File: src/rtl/alu_decode_stage_if.sv
// alu_decode_stage_if: pipeline-control, instruction/operand inputs and registered decode outputs of the decode stage
interface alu_decode_stage_if;
  logic        stall;
  logic        flush;
  logic        in_valid;
  logic [31:0] instr;
  logic [31:0] rs_data;
  logic [31:0] rt_data;
  logic        ex_valid;
  logic [3:0]  ex_aluop;
  logic [31:0] ex_a;
  logic [31:0] ex_b;
  logic [4:0]  ex_rd;
  logic        ex_regwrite;
  logic        ex_illegal;
  modport master (
    output stall, flush, in_valid, instr, rs_data, rt_data,
    input  ex_valid, ex_aluop, ex_a, ex_b, ex_rd, ex_regwrite, ex_illegal
  );
  modport slave (
    input  stall, flush, in_valid, instr, rs_data, rt_data,
    output ex_valid, ex_aluop, ex_a, ex_b, ex_rd, ex_regwrite, ex_illegal
  );
endinterface

File: src/rtl/alu_decode_stage.sv
// alu_decode_stage: registered MIPS150 decode producing ALU code, operands and writeback info with stall/flush
module alu_decode_stage #(
  parameter logic RESET_VALID = 1'b0
) (
  input logic clk,
  input logic rst,
  alu_decode_stage_if.slave bus
);
  logic [5:0]  op, fn;
  logic [31:0] se, ze;
  logic        ill, wr;
  logic [3:0]  aluop;
  logic [31:0] a, b;
  logic [4:0]  rd;
  always_comb begin
    op    = bus.instr[31:26];
    fn    = bus.instr[5:0];
    se    = {{16{bus.instr[15]}}, bus.instr[15:0]};
    ze    = {16'b0, bus.instr[15:0]};
    ill   = 1'b0;
    wr    = 1'b1;
    aluop = 4'd0;
    a     = bus.rs_data;
    b     = bus.rt_data;
    rd    = bus.instr[20:16];
    if (op == 6'h00) begin
      rd = bus.instr[15:11];
      case (fn)
        6'h00, 6'h02, 6'h03: begin
          aluop = (fn == 6'h00) ? 4'd8 : (fn == 6'h02) ? 4'd9 : 4'd10;
          a     = bus.rt_data;
          b     = {27'b0, bus.instr[10:6]};
        end
        6'h04, 6'h06, 6'h07: begin
          aluop = (fn == 6'h04) ? 4'd8 : (fn == 6'h06) ? 4'd9 : 4'd10;
          a     = bus.rt_data;
          b     = {27'b0, bus.rs_data[4:0]};
        end
        6'h21:   aluop = 4'd0;
        6'h23:   aluop = 4'd1;
        6'h24:   aluop = 4'd4;
        6'h25:   aluop = 4'd5;
        6'h26:   aluop = 4'd6;
        6'h27:   aluop = 4'd11;
        6'h2a:   aluop = 4'd2;
        6'h2b:   aluop = 4'd3;
        default: ill   = 1'b1;
      endcase
    end else begin
      case (op)
        6'h09:   begin aluop = 4'd0; b = se; end
        6'h0a:   begin aluop = 4'd2; b = se; end
        6'h0b:   begin aluop = 4'd3; b = se; end
        6'h0c:   begin aluop = 4'd4; b = ze; end
        6'h0d:   begin aluop = 4'd5; b = ze; end
        6'h0e:   begin aluop = 4'd6; b = ze; end
        6'h0f:   begin aluop = 4'd7; a = '0; b = ze; end
        6'h23:   begin aluop = 4'd0; b = se; end
        6'h2b:   begin aluop = 4'd0; b = se; wr = 1'b0; end
        6'h04, 6'h05: begin aluop = 4'd1; wr = 1'b0; rd = '0; end
        default: ill = 1'b1;
      endcase
    end
    // unsupported encodings collapse to a harmless valid ADDU 0+0 flagged illegal
    if (ill) begin
      aluop = 4'd0;
      a     = '0;
      b     = '0;
      rd    = '0;
      wr    = 1'b0;
    end
  end
  always_ff @(posedge clk) begin
    if (rst) begin
      bus.ex_valid    <= RESET_VALID;
      bus.ex_aluop    <= '0;
      bus.ex_a        <= '0;
      bus.ex_b        <= '0;
      bus.ex_rd       <= '0;
      bus.ex_regwrite <= 1'b0;
      bus.ex_illegal  <= 1'b0;
    end else if (bus.flush || !bus.stall) begin
      bus.ex_valid    <= !bus.flush && bus.in_valid;
      bus.ex_aluop    <= (!bus.flush && bus.in_valid) ? aluop : '0;
      bus.ex_a        <= (!bus.flush && bus.in_valid) ? a : '0;
      bus.ex_b        <= (!bus.flush && bus.in_valid) ? b : '0;
      bus.ex_rd       <= (!bus.flush && bus.in_valid) ? rd : '0;
      bus.ex_regwrite <= !bus.flush && bus.in_valid && wr && (rd != 5'd0);
      bus.ex_illegal  <= !bus.flush && bus.in_valid && ill;
    end
  end
endmodule

File: src/flat_wrapper.sv
// flat-port wrapper written by rule: the top's interface ports become plain ports
module alu_decode_stage_flat 
#(
  parameter logic RESET_VALID = 1'b0
)
  (clk, rst, bus_stall, bus_flush, bus_in_valid, bus_instr, bus_rs_data, bus_rt_data, bus_ex_valid, bus_ex_aluop, bus_ex_a, bus_ex_b, bus_ex_rd, bus_ex_regwrite, bus_ex_illegal);
  alu_decode_stage_if bus_i ();
  input logic clk;
  input logic rst;
  input wire logic [$bits(bus_i.stall)-1:0] bus_stall;
  input wire logic [$bits(bus_i.flush)-1:0] bus_flush;
  input wire logic [$bits(bus_i.in_valid)-1:0] bus_in_valid;
  input wire logic [$bits(bus_i.instr)-1:0] bus_instr;
  input wire logic [$bits(bus_i.rs_data)-1:0] bus_rs_data;
  input wire logic [$bits(bus_i.rt_data)-1:0] bus_rt_data;
  output wire logic [$bits(bus_i.ex_valid)-1:0] bus_ex_valid;
  output wire logic [$bits(bus_i.ex_aluop)-1:0] bus_ex_aluop;
  output wire logic [$bits(bus_i.ex_a)-1:0] bus_ex_a;
  output wire logic [$bits(bus_i.ex_b)-1:0] bus_ex_b;
  output wire logic [$bits(bus_i.ex_rd)-1:0] bus_ex_rd;
  output wire logic [$bits(bus_i.ex_regwrite)-1:0] bus_ex_regwrite;
  output wire logic [$bits(bus_i.ex_illegal)-1:0] bus_ex_illegal;
  assign bus_i.stall = bus_stall;
  assign bus_i.flush = bus_flush;
  assign bus_i.in_valid = bus_in_valid;
  assign bus_i.instr = bus_instr;
  assign bus_i.rs_data = bus_rs_data;
  assign bus_i.rt_data = bus_rt_data;
  assign bus_ex_valid = bus_i.ex_valid;
  assign bus_ex_aluop = bus_i.ex_aluop;
  assign bus_ex_a = bus_i.ex_a;
  assign bus_ex_b = bus_i.ex_b;
  assign bus_ex_rd = bus_i.ex_rd;
  assign bus_ex_regwrite = bus_i.ex_regwrite;
  assign bus_ex_illegal = bus_i.ex_illegal;
  alu_decode_stage #(.RESET_VALID(RESET_VALID)) u_core (.clk(clk), .rst(rst), .bus(bus_i));
endmodule
File: config.mk
export PLATFORM = sky130hd
export DESIGN_NAME = alu_decode_stage_flat
export DESIGN_NICKNAME = d
export VERILOG_FILES = /design/src/rtl/alu_decode_stage_if.sv /design/src/rtl/alu_decode_stage.sv /design/src/flat_wrapper.sv
export SDC_FILE = /design/constraint.sdc
export NUM_CORES = 1
export LEC_CHECK = 0
export ABC_AREA = 0
export CAP_MARGIN = 15
export CORE_ASPECT_RATIO = 1.1
export CORE_MARGIN = 2
export CORE_UTILIZATION = 35
export DETAILED_ROUTE_END_ITERATION = 12
export GPL_ROUTABILITY_DRIVEN = 0
export GPL_TIMING_DRIVEN = 0
export PLACE_DENSITY = 0.7
export SLEW_MARGIN = 20
export SYNTH_ARGS = -nofsm -noshare
export SYNTH_HDL_FRONTEND = slang
export SYNTH_SLANG_ARGS = --single-unit
File: constraint.sdc
create_clock -name clk -period 2.6 [get_ports clk]
set_clock_uncertainty 0.05 [all_clocks]
set_input_delay 0.39 -clock clk [delete_from_list [all_inputs] [get_ports clk]]
set_output_delay 0.39 -clock clk [all_outputs]
set_load 0.02 [all_outputs]
-- Word level (Yosys, flattened, before mapping)
Cells that the tools add are included.
- equal/unequal tests: 24
- mux-type cells: 29
- reduce and logical (&&, ||, !) cells: 19
- operator list (cell ; number):
    $mux W32 ; 8
    $pmux W32 S2 ; 2
    $eq A6 B6 Y1 const B ; 10
    $eq A6 B4 Y1 const B ; 7
    $pmux W4 S9 ; 1
    $eq A6 B3 Y1 const B ; 5
    $pmux W3 S7 ; 1
    $mux W4 ; 5
    $mux W5 ; 4
    $reduce_or A14 Y1 ; 1
    $eq A6 B2 Y1 const B ; 2
    $logic_not A6 Y1 ; 2
    $reduce_or A11 Y1 ; 1
    $reduce_or A3 Y1 ; 3
    $mux W1 ; 6
    $reduce_or A6 Y1 ; 1
    $reduce_bool A5 Y1 ; 1
    $reduce_or A5 Y1 ; 1
    $logic_and A1 B1 Y1 ; 4
    $mux W2 ; 2
    $reduce_or A4 Y1 ; 1
    $logic_not A1 Y1 ; 2
    $reduce_or A2 Y1 ; 1
    $logic_or A1 B1 Y1 ; 1
- bits in registers: 76
- bits of input ports: 101
- output and inout port bits: 76
- word-level logic and storage cells: 79

-- Longest topological paths before layout
Gate-level depths: netlist of run 1.
- word-level depth: 7
- gate-level depth with buffers: 8
- mapped depth without buffers: 5

-- Worst setup path before layout of run 1
No wires, ideal clock.
- kind: input -> register
- start: in bus_instr[28]
- end: reg u_core.bus.ex_a[12]
- library setup time: 0.116 ns
- data arrival time: 1.945 ns
- data required time: 2.434 ns
- path slack: 0.489 ns
- stages: 7
- path buffers: 2
- cell sequence: buf_4 or4_1 nor4b_1 o21ai_1 clkbuf_1 a22oi_1 o21ai_2
- cells in the longest elaborated chain, start to end: 6
- elaborated cells on any way between the ends: 19
- those cells by class: eq/ne (11); mux (6); reduce/logical (2)
- RTL lines (element ; RTL line ; text):
    from (decl) ; flat_wrapper.sv:13 ; input wire logic [$bits(bus_i.instr)-1:0] bus_instr;
    $eq A6 B4 Y1 (tied with other cells) ; alu_decode_stage.sv:50 ; case (op)
    $reduce_or A11 Y1 (no source line) ; -- ;
    $mux W1 ; alu_decode_stage.sv:50 ;
    $mux W1 ; alu_decode_stage.sv:26 ; if (op == 6'h00) begin
    $mux W32 (*) ; alu_decode_stage.sv:65 ; if (ill) begin
    $mux W32 (*) ; alu_decode_stage.sv:85 ; bus.ex_a <= (!bus.flush && bus.in_valid) ? a : '0;
    to (signal assigned) ; alu_decode_stage.sv:85 ;
    to (decl) ; alu_decode_stage_if.sv:22 ; output ex_valid, ex_aluop, ex_a, ex_b, ex_rd, ex_regwrite, ex_illegal
Every way passes the cells marked *; elsewhere a longest branch is shown, timed or not.
A chain may end at the register's enable or synchronous reset.

-- Worst setup path after layout of run 1
- start: in bus_instr[28]
- end: reg u_core.bus.ex_a[30]
The elaborated chain is that of the path after synthesis.

==> results of run 1 <==
## tightest hold or removal path, cell delays in order, from the launching register on
cell,delay (ps)
dfxtp_1,320
nand2_1,60
o21ai_2,40
## repair_timing
item | in CTS | in global routing
hold buffers | 0 | 0
pin swaps | 0 | 1
setup buffers | 0 | 1
setup endpoints to repair | 41 | 58
gates resized for setup | 5 | 18
## layout make-up
cell class,instances,area [um^2]
Buffer,34,246
Clock buffer,9,225
Clock inverter,6,63.8
Fill cell,938,4440
Inverter,6,22.5
Multi-Input combinational cell,314,2080
Sequential cell,76,1520
Tap cell,143,179
Timing Repair Buffer,171,1710
## metal layers
layer  vias to the layer above  track usage
met4                         0       0.0939
met2                       138        0.370
li1                       1939            -
met5                         -            0
met3                        20       0.0352
met1                      1879        0.288
## cells in the final DEF (no fill, tap or decap), drive strengths merged, types with 3 or more instances in the layout
| cell | synthesis | final |
|---|---|---|
| clkdlybuf4s50 | 0 | 168 |
| nand2 | 80 | 80 |
| dfxtp | 76 | 76 |
| o21ai | 76 | 76 |
| a22oi | 37 | 37 |
| clkbuf | 21 | 29 |
| a21oi | 22 | 22 |
| mux2i | 15 | 15 |
| buf | 13 | 15 |
| a21boi | 12 | 12 |
| nor2 | 8 | 8 |
| nand2b | 7 | 7 |
| inv | 6 | 7 |
| a32o | 5 | 5 |
| or4 | 5 | 5 |
| nor2b | 4 | 4 |
| and2 | 4 | 4 |
| o31ai | 4 | 4 |
| nand3 | 4 | 4 |
| a2bb2oi | 4 | 4 |
| or3 | 4 | 4 |
| a31oi | 3 | 3 |
| nor4 | 3 | 3 |
## how the worst max path moves through the flow
stage	depth (start not counted)	to	slack [ps]	startpoint
3_5_place_dp	7	u_core.bus.ex_b[13]$_SDFFE_PP0P_	-530	bus_instr[29]
2_1_floorplan	7	u_core.bus.ex_a[12]$_SDFFE_PP0P_	490	bus_instr[28]
5_1_grt	7	u_core.bus.ex_b[13]$_SDFFE_PP0P_	-20	bus_instr[5]
3_3_place_gp	7	u_core.bus.ex_b[14]$_SDFFE_PP0P_	-510	bus_instr[29]
4_1_cts	8	u_core.bus.ex_a[19]$_SDFFE_PP0P_	20	bus_instr[28]
6_report	8	u_core.bus.ex_a[30]$_SDFFE_PP0P_	110	bus_instr[28]
## kinds of logic (layout without fill, tap and decap cells)
kind of cell / Yosys count / count (layout) / share of synthesized area
flops: 76 / 76 / 0.401
buf+inv: 40 / 226 / 0.0689
simple gates: 126 / 126 / 0.155
compound gates: 173 / 173 / 0.336
mux: 15 / 15 / 0.0396
## power by group through the flow
stage / Clock [mW] / Combinational [mW] / Sequential [mW]
2_1_floorplan: 0 / 0.153 / 1.21
3_5_place_dp: 0 / 0.389 / 1.20
3_3_place_gp: 0 / 0.385 / 1.20
6_report: 1.24 / 0.403 / 1.18
4_1_cts: 1.26 / 0.394 / 1.18
5_1_grt: 1.31 / 0.433 / 1.18
## registers in the layout (all words and copies together), names as in the netlist
| signal | count |
|---|---|
| u_core.bus.ex_regwrite | 1 |
| u_core.bus.ex_a | 32 |
| u_core.bus.ex_rd | 5 |
| u_core.bus.ex_valid | 1 |
| u_core.bus.ex_aluop | 4 |
| u_core.bus.ex_illegal | 1 |
| u_core.bus.ex_b | 32 |
## stage by stage
step                setup slack [ps]  area (um^2)
finish                           107         6050
CTS                             18.9         5980
global placement                -514         5680
global route                   -16.6         6050
detailed placement              -534         5680
floorplan                        489         3790
==> impl_metrics.env, run 1 <==
export IMPL_outcome="finished clean"
export IMPL_ys_warnings_count=0
export IMPL_dp_hpwl_mm=10.3
export IMPL_slew_headroom=0.588
export IMPL_antenna_left=0
export IMPL_powerDensity_nw_per_um2=466
export IMPL_synth_top_cell_area_share=0.401
export IMPL_clkPwrFrac=0.441
export IMPL_path_clk_slew_ps=60
export IMPL_placed_cells=743
export IMPL_route_met2_wl_mm=6.48
export IMPL_path_delay_family="buffers and inverters"
export IMPL_worstPathCellList="clkdlybuf4s50_1 > buf_4 > or4_1 > nor4b_2 > o21ai_2 > clkbuf_4 > a22oi_2 > o21ai_2"
export IMPL_holdWs_ps=401
export IMPL_cts_tree="built"
export IMPL_tightestPinTransition_ps=613
export IMPL_io_buffers=170
export IMPL_synthTopCellsByArea="dfxtp_1, o21ai_2, nand2_1"
export IMPL_cp_slowest_cell="or4_1"
export IMPL_drt_total_wl_mm=13.2
export IMPL_rows=39
export IMPL_peakVddDrop_v=0.000336
export IMPL_grt_max_degree=14
export IMPL_switching_share=0.246
export IMPL_finalSetupViolCount=0
export IMPL_drive_above_1_share=0.161
export IMPL_path_max_fanout=10
export IMPL_arrival_ps=2670
export IMPL_h_tree_depth=3
export IMPL_yosysMostFrequentCell="nand2_1"
export IMPL_grt_ovfl_total=0
export IMPL_yosysSeqAreaShare=0.401
export IMPL_async_reset_ff_frac=0
export IMPL_vias=3976
export IMPL_p_int_mw=2.13
export IMPL_clock_path_buffers=2
export IMPL_crit_top_cell="o21ai_2"
export IMPL_root_buffer="clkbuf_16"
export IMPL_final_util=0.577
export IMPL_finalHoldViolCount=0
export IMPL_finalPower_mw=2.82
export IMPL_p_seq_frac=0.417
export IMPL_insertion_delay_ps=330
export IMPL_synth_common_cells="nand2_1, dfxtp_1, o21ai_2"
export IMPL_hp_class="reg -> reg"
export IMPL_p_sw_mw=0.696
export IMPL_wl_met3_um=615
export IMPL_synthToLayoutAreaGrowth_pct=59.5
export IMPL_hold_start="u_core.bus.ex_a[28]$_SDFFE_PP0P_"
export IMPL_cp_required_ps=2770
export IMPL_holdPathStages=2
export IMPL_synth_edf_count=0
export IMPL_syn_inst=430
export IMPL_hold_end="u_core.bus.ex_a[28]$_SDFFE_PP0P_"
export IMPL_period_share=0.959
export IMPL_ys_flop_type="dfxtp_1"
export IMPL_drt_wirelength_per_cell_um=17.3
export IMPL_grt_antenna_before_repair=0
export IMPL_max_freq_ghz=0.401
export IMPL_viasPerCell=5.24
export IMPL_r2r_start="u_core.bus.ex_b[3]$_SDFFE_PP0P_"
export IMPL_dr_pass1_iters=5
export IMPL_start_kind="input pin"
export IMPL_yosysTopAreaCell="dfxtp_1"
export IMPL_cap_violations=0
export IMPL_worstSetupPathType="in -> reg"
export IMPL_grt_pass1_vias=4027
export IMPL_ff2ff_path_depth=1
export IMPL_fin_setup_tns_ps=0
export IMPL_chipWidth_um=103
export IMPL_p_leak_nw=2.26
export IMPL_fin_crit_ps=2490
export IMPL_grt_pass1_wl_mm=20.4
export IMPL_dieArea_um2=11700
export IMPL_end_kind="register"
export IMPL_met1_length_mm=5.76
export IMPL_track_usage=0.224
export IMPL_fp_dieH_um=113
export IMPL_syn_nets=531
export IMPL_coreArea_um2=10500
export IMPL_numCtsBuffers=9
export IMPL_drc=0
export IMPL_pwr_share_comb=0.143
export IMPL_initial_core_util=0.362
export IMPL_worst_path_buf_inv=3
export IMPL_clkSinkCount=76
export IMPL_layout_nets=713
export IMPL_diodes=0
export IMPL_synth_seq_cells=76
export IMPL_top_layer_used="met4"
export IMPL_drt_iter0_drc=237
export IMPL_r2r_end="u_core.bus.ex_b[3]$_SDFFE_PP0P_"
export IMPL_drv_slew=0
export IMPL_io_pins=177
export IMPL_rrSetupSlack_ps=1910
export IMPL_synthesis_area_um2=3790
export IMPL_synth_area_per_cell_um2=8.83
export IMPL_fin_cells=759
export IMPL_cpPeakStageDelay_ps=550
export IMPL_ys_types=43
Note: power is estimated with default switching activity, not from simulation.
==> inputs of run 2 (changes only) <==
--- a/config.mk
+++ b/config.mk
@@ -8,11 +8,12 @@
 export ABC_AREA = 0
 export CAP_MARGIN = 15
 export CORE_ASPECT_RATIO = 1.1
-export CORE_MARGIN = 2
 export CORE_UTILIZATION = 35
+export CTS_CLUSTER_SIZE = 10
 export DETAILED_ROUTE_END_ITERATION = 12
 export GPL_ROUTABILITY_DRIVEN = 0
 export GPL_TIMING_DRIVEN = 0
+export HOLD_SLACK_MARGIN = 0.08
 export PLACE_DENSITY = 0.7
 export SLEW_MARGIN = 20
 export SYNTH_ARGS = -nofsm -noshare
==> impl_metrics.env, run 2 (synthesis gave the netlist of run 1 again) <==
export IMPL_cts_setup_buffers=0
export IMPL_largest_registers="u_core.bus.ex_a (32), u_core.bus.ex_b (32), u_core.bus.ex_rd (5)"
export IMPL_diodes=0
export IMPL_drt_wirelength_per_cell_um=16.8
export IMPL_drv_slew=0
export IMPL_final_common_cell="clkdlybuf4s50_1"
export IMPL_slew_headroom=0.601
export IMPL_grt_antenna_before_repair=0
export IMPL_grt_pass1_vias=3910
export IMPL_synthToLayoutAreaGrowth_pct=58.9
export IMPL_cap_violations=0
export IMPL_root_buffer="clkbuf_16"
export IMPL_fin_crit_ps=2470
export IMPL_peakVddDrop_v=0.000261
export IMPL_finalHoldViolCount=0
export IMPL_cp_required_ps=2780
export IMPL_powerDensity_nw_per_um2=457
export IMPL_io_buffers=170
export IMPL_hp_class="reg -> reg"
export IMPL_layout_nets=712
export IMPL_dieArea_um2=11300
export IMPL_arrival_ps=2650
export IMPL_dp_hpwl_mm=9.97
export IMPL_grt_ovfl_total=0
export IMPL_p_leak_nw=2.26
export IMPL_cpPeakStageDelay_ps=570
export IMPL_coreArea_um2=10500
export IMPL_path_max_fanout=10
export IMPL_initial_core_util=0.362
export IMPL_cp_slowest_cell="or4_1"
export IMPL_holdWs_ps=402
export IMPL_end_kind="register"
export IMPL_grt_setup_unrepaired="no"
export IMPL_clock_path_buffers=2
export IMPL_drive_above_1_share=0.153
export IMPL_period_share=0.951
export IMPL_track_usage=0.231
export IMPL_outcome="finished clean"
export IMPL_final_util=0.575
export IMPL_vias=4002
export IMPL_rows=39
export IMPL_layout_common_cells="clkdlybuf4s50_1, nand2_1, dfxtp_1"
export IMPL_tightestPinTransition_ps=599
export IMPL_max_freq_ghz=0.404
export IMPL_path_clk_slew_ps=60
export IMPL_numCtsBuffers=9
export IMPL_grt_max_degree=13
export IMPL_cts_hold_buf=0
export IMPL_clkSinkCount=76
export IMPL_antenna_left=0
export IMPL_start_kind="input pin"
export IMPL_grt_pass1_wl_mm=20.1
export IMPL_chipWidth_um=101
export IMPL_drc=0
export IMPL_worstSetupPathType="in -> reg"
export IMPL_drt_total_wl_mm=12.7
export IMPL_finalSetupViolCount=0
export IMPL_cts_tree="built"
export IMPL_worstPathCellList="clkdlybuf4s50_1 > buf_4 > or4_1 > nor4b_4 > o21ai_4 > clkbuf_4 > a22oi_1 > o21ai_2"
export IMPL_insertion_delay_ps=340
export IMPL_io_pins=177
export IMPL_viasPerCell=5.28
export IMPL_dr_pass1_iters=4
export IMPL_h_tree_depth=3
export IMPL_fp_dieH_um=111
export IMPL_drt_iter0_drc=236
## run 2: changes by cell type in the layout (fill, tap and decap cells not counted), moves of 2 or more
cell        before  now
a22oi_1         32   34
buf_2            3    1
a22oi_2          5    3
clkinvlp_4       2    0
clkbuf_8         0    2
## run 2: critical path, delay by kind of cell
kind / cells / cell delay (ps)
buffers and inverters: 3 / 890
AO/OA/AOI/OAI: 3 / 450
AND/OR/NAND/NOR: 2 / 920
## run 2: final timing paths
kind	startpoint	to	slack [ps]	cells after the start
worst max-delay path	bus_instr[28]	u_core.bus.ex_a[25]$_SDFFE_PP0P_	130	8
worst min-delay path	u_core.bus.ex_a[11]$_SDFFE_PP0P_	u_core.bus.ex_a[11]$_SDFFE_PP0P_	400	2
worst max register to register	u_core.bus.ex_b[1]$_SDFFE_PP0P_	u_core.bus.ex_b[1]$_SDFFE_PP0P_	1920	1
worst min register to register	u_core.bus.ex_a[11]$_SDFFE_PP0P_	u_core.bus.ex_a[11]$_SDFFE_PP0P_	400	2
## run 2: what timing repair did
item | CTS | global route
resized for setup | 4 | 18
endpoints found under the setup margin | 40 | 66
endpoints found under the hold margin | 0 | 0
pin swaps | 0 | 0
## run 2: per-stage QoR
stage | instances | setup WS [ps] | TNS (ps) | cell area (um^2) | power (mW)
3_5_place_dp | 743 | -491 | -25500 | 5680 | 1.59
2_1_floorplan | 430 | 489 | 0 | 3790 | 1.37
5_1_grt | 758 | 6.62 | 0 | 6030 | 2.86
3_3_place_gp | 743 | -471 | -22880 | 5680 | 1.59
4_1_cts | 758 | 9.26 | 0 | 5970 | 2.77
6_report | 758 | 127 | 0 | 6030 | 2.75
## run 2: power by group
| part | internal (mW) | leakage [nW] | switching [mW] |
|---|---|---|---|
| clock network | 0.691 | 0.142 | 0.485 |
| registers | 1.17 | 0.613 | 0.00422 |
| logic | 0.216 | 1.50 | 0.184 |
| total | 2.08 | 2.26 | 0.673 |
## run 2: per-layer routing
metal	up-vias	wire, um	GRT usage
li1	1931	-	-
met1	1894	5500	0.289
met2	152	6210	0.394
met3	25	722	0.0422
met4	0	265	0.0802
met5	-	0	0
## run 2: area by class of cell
cell class                      count  area (um^2)
Fill cell                         918         4460
Sequential cell                    76         1520
Multi-Input combinational cell    314         2070
Timing Repair Buffer              170         1710
Tap cell                          143          179
Clock buffer                       11          253
Clock inverter                      4         23.8
Buffer                             34          250
Inverter                            6         22.5
==> inputs of run 3 (changes only) <==
--- a/config.mk
+++ b/config.mk
@@ -13,7 +13,7 @@
 export DETAILED_ROUTE_END_ITERATION = 12
 export GPL_ROUTABILITY_DRIVEN = 0
 export GPL_TIMING_DRIVEN = 0
-export HOLD_SLACK_MARGIN = 0.08
+export HOLD_SLACK_MARGIN = 0.02
 export PLACE_DENSITY = 0.7
 export SLEW_MARGIN = 20
 export SYNTH_ARGS = -nofsm -noshare
==> results of run 3 <==
The final DEF is identical to that of run 2; final timing and power are the same.
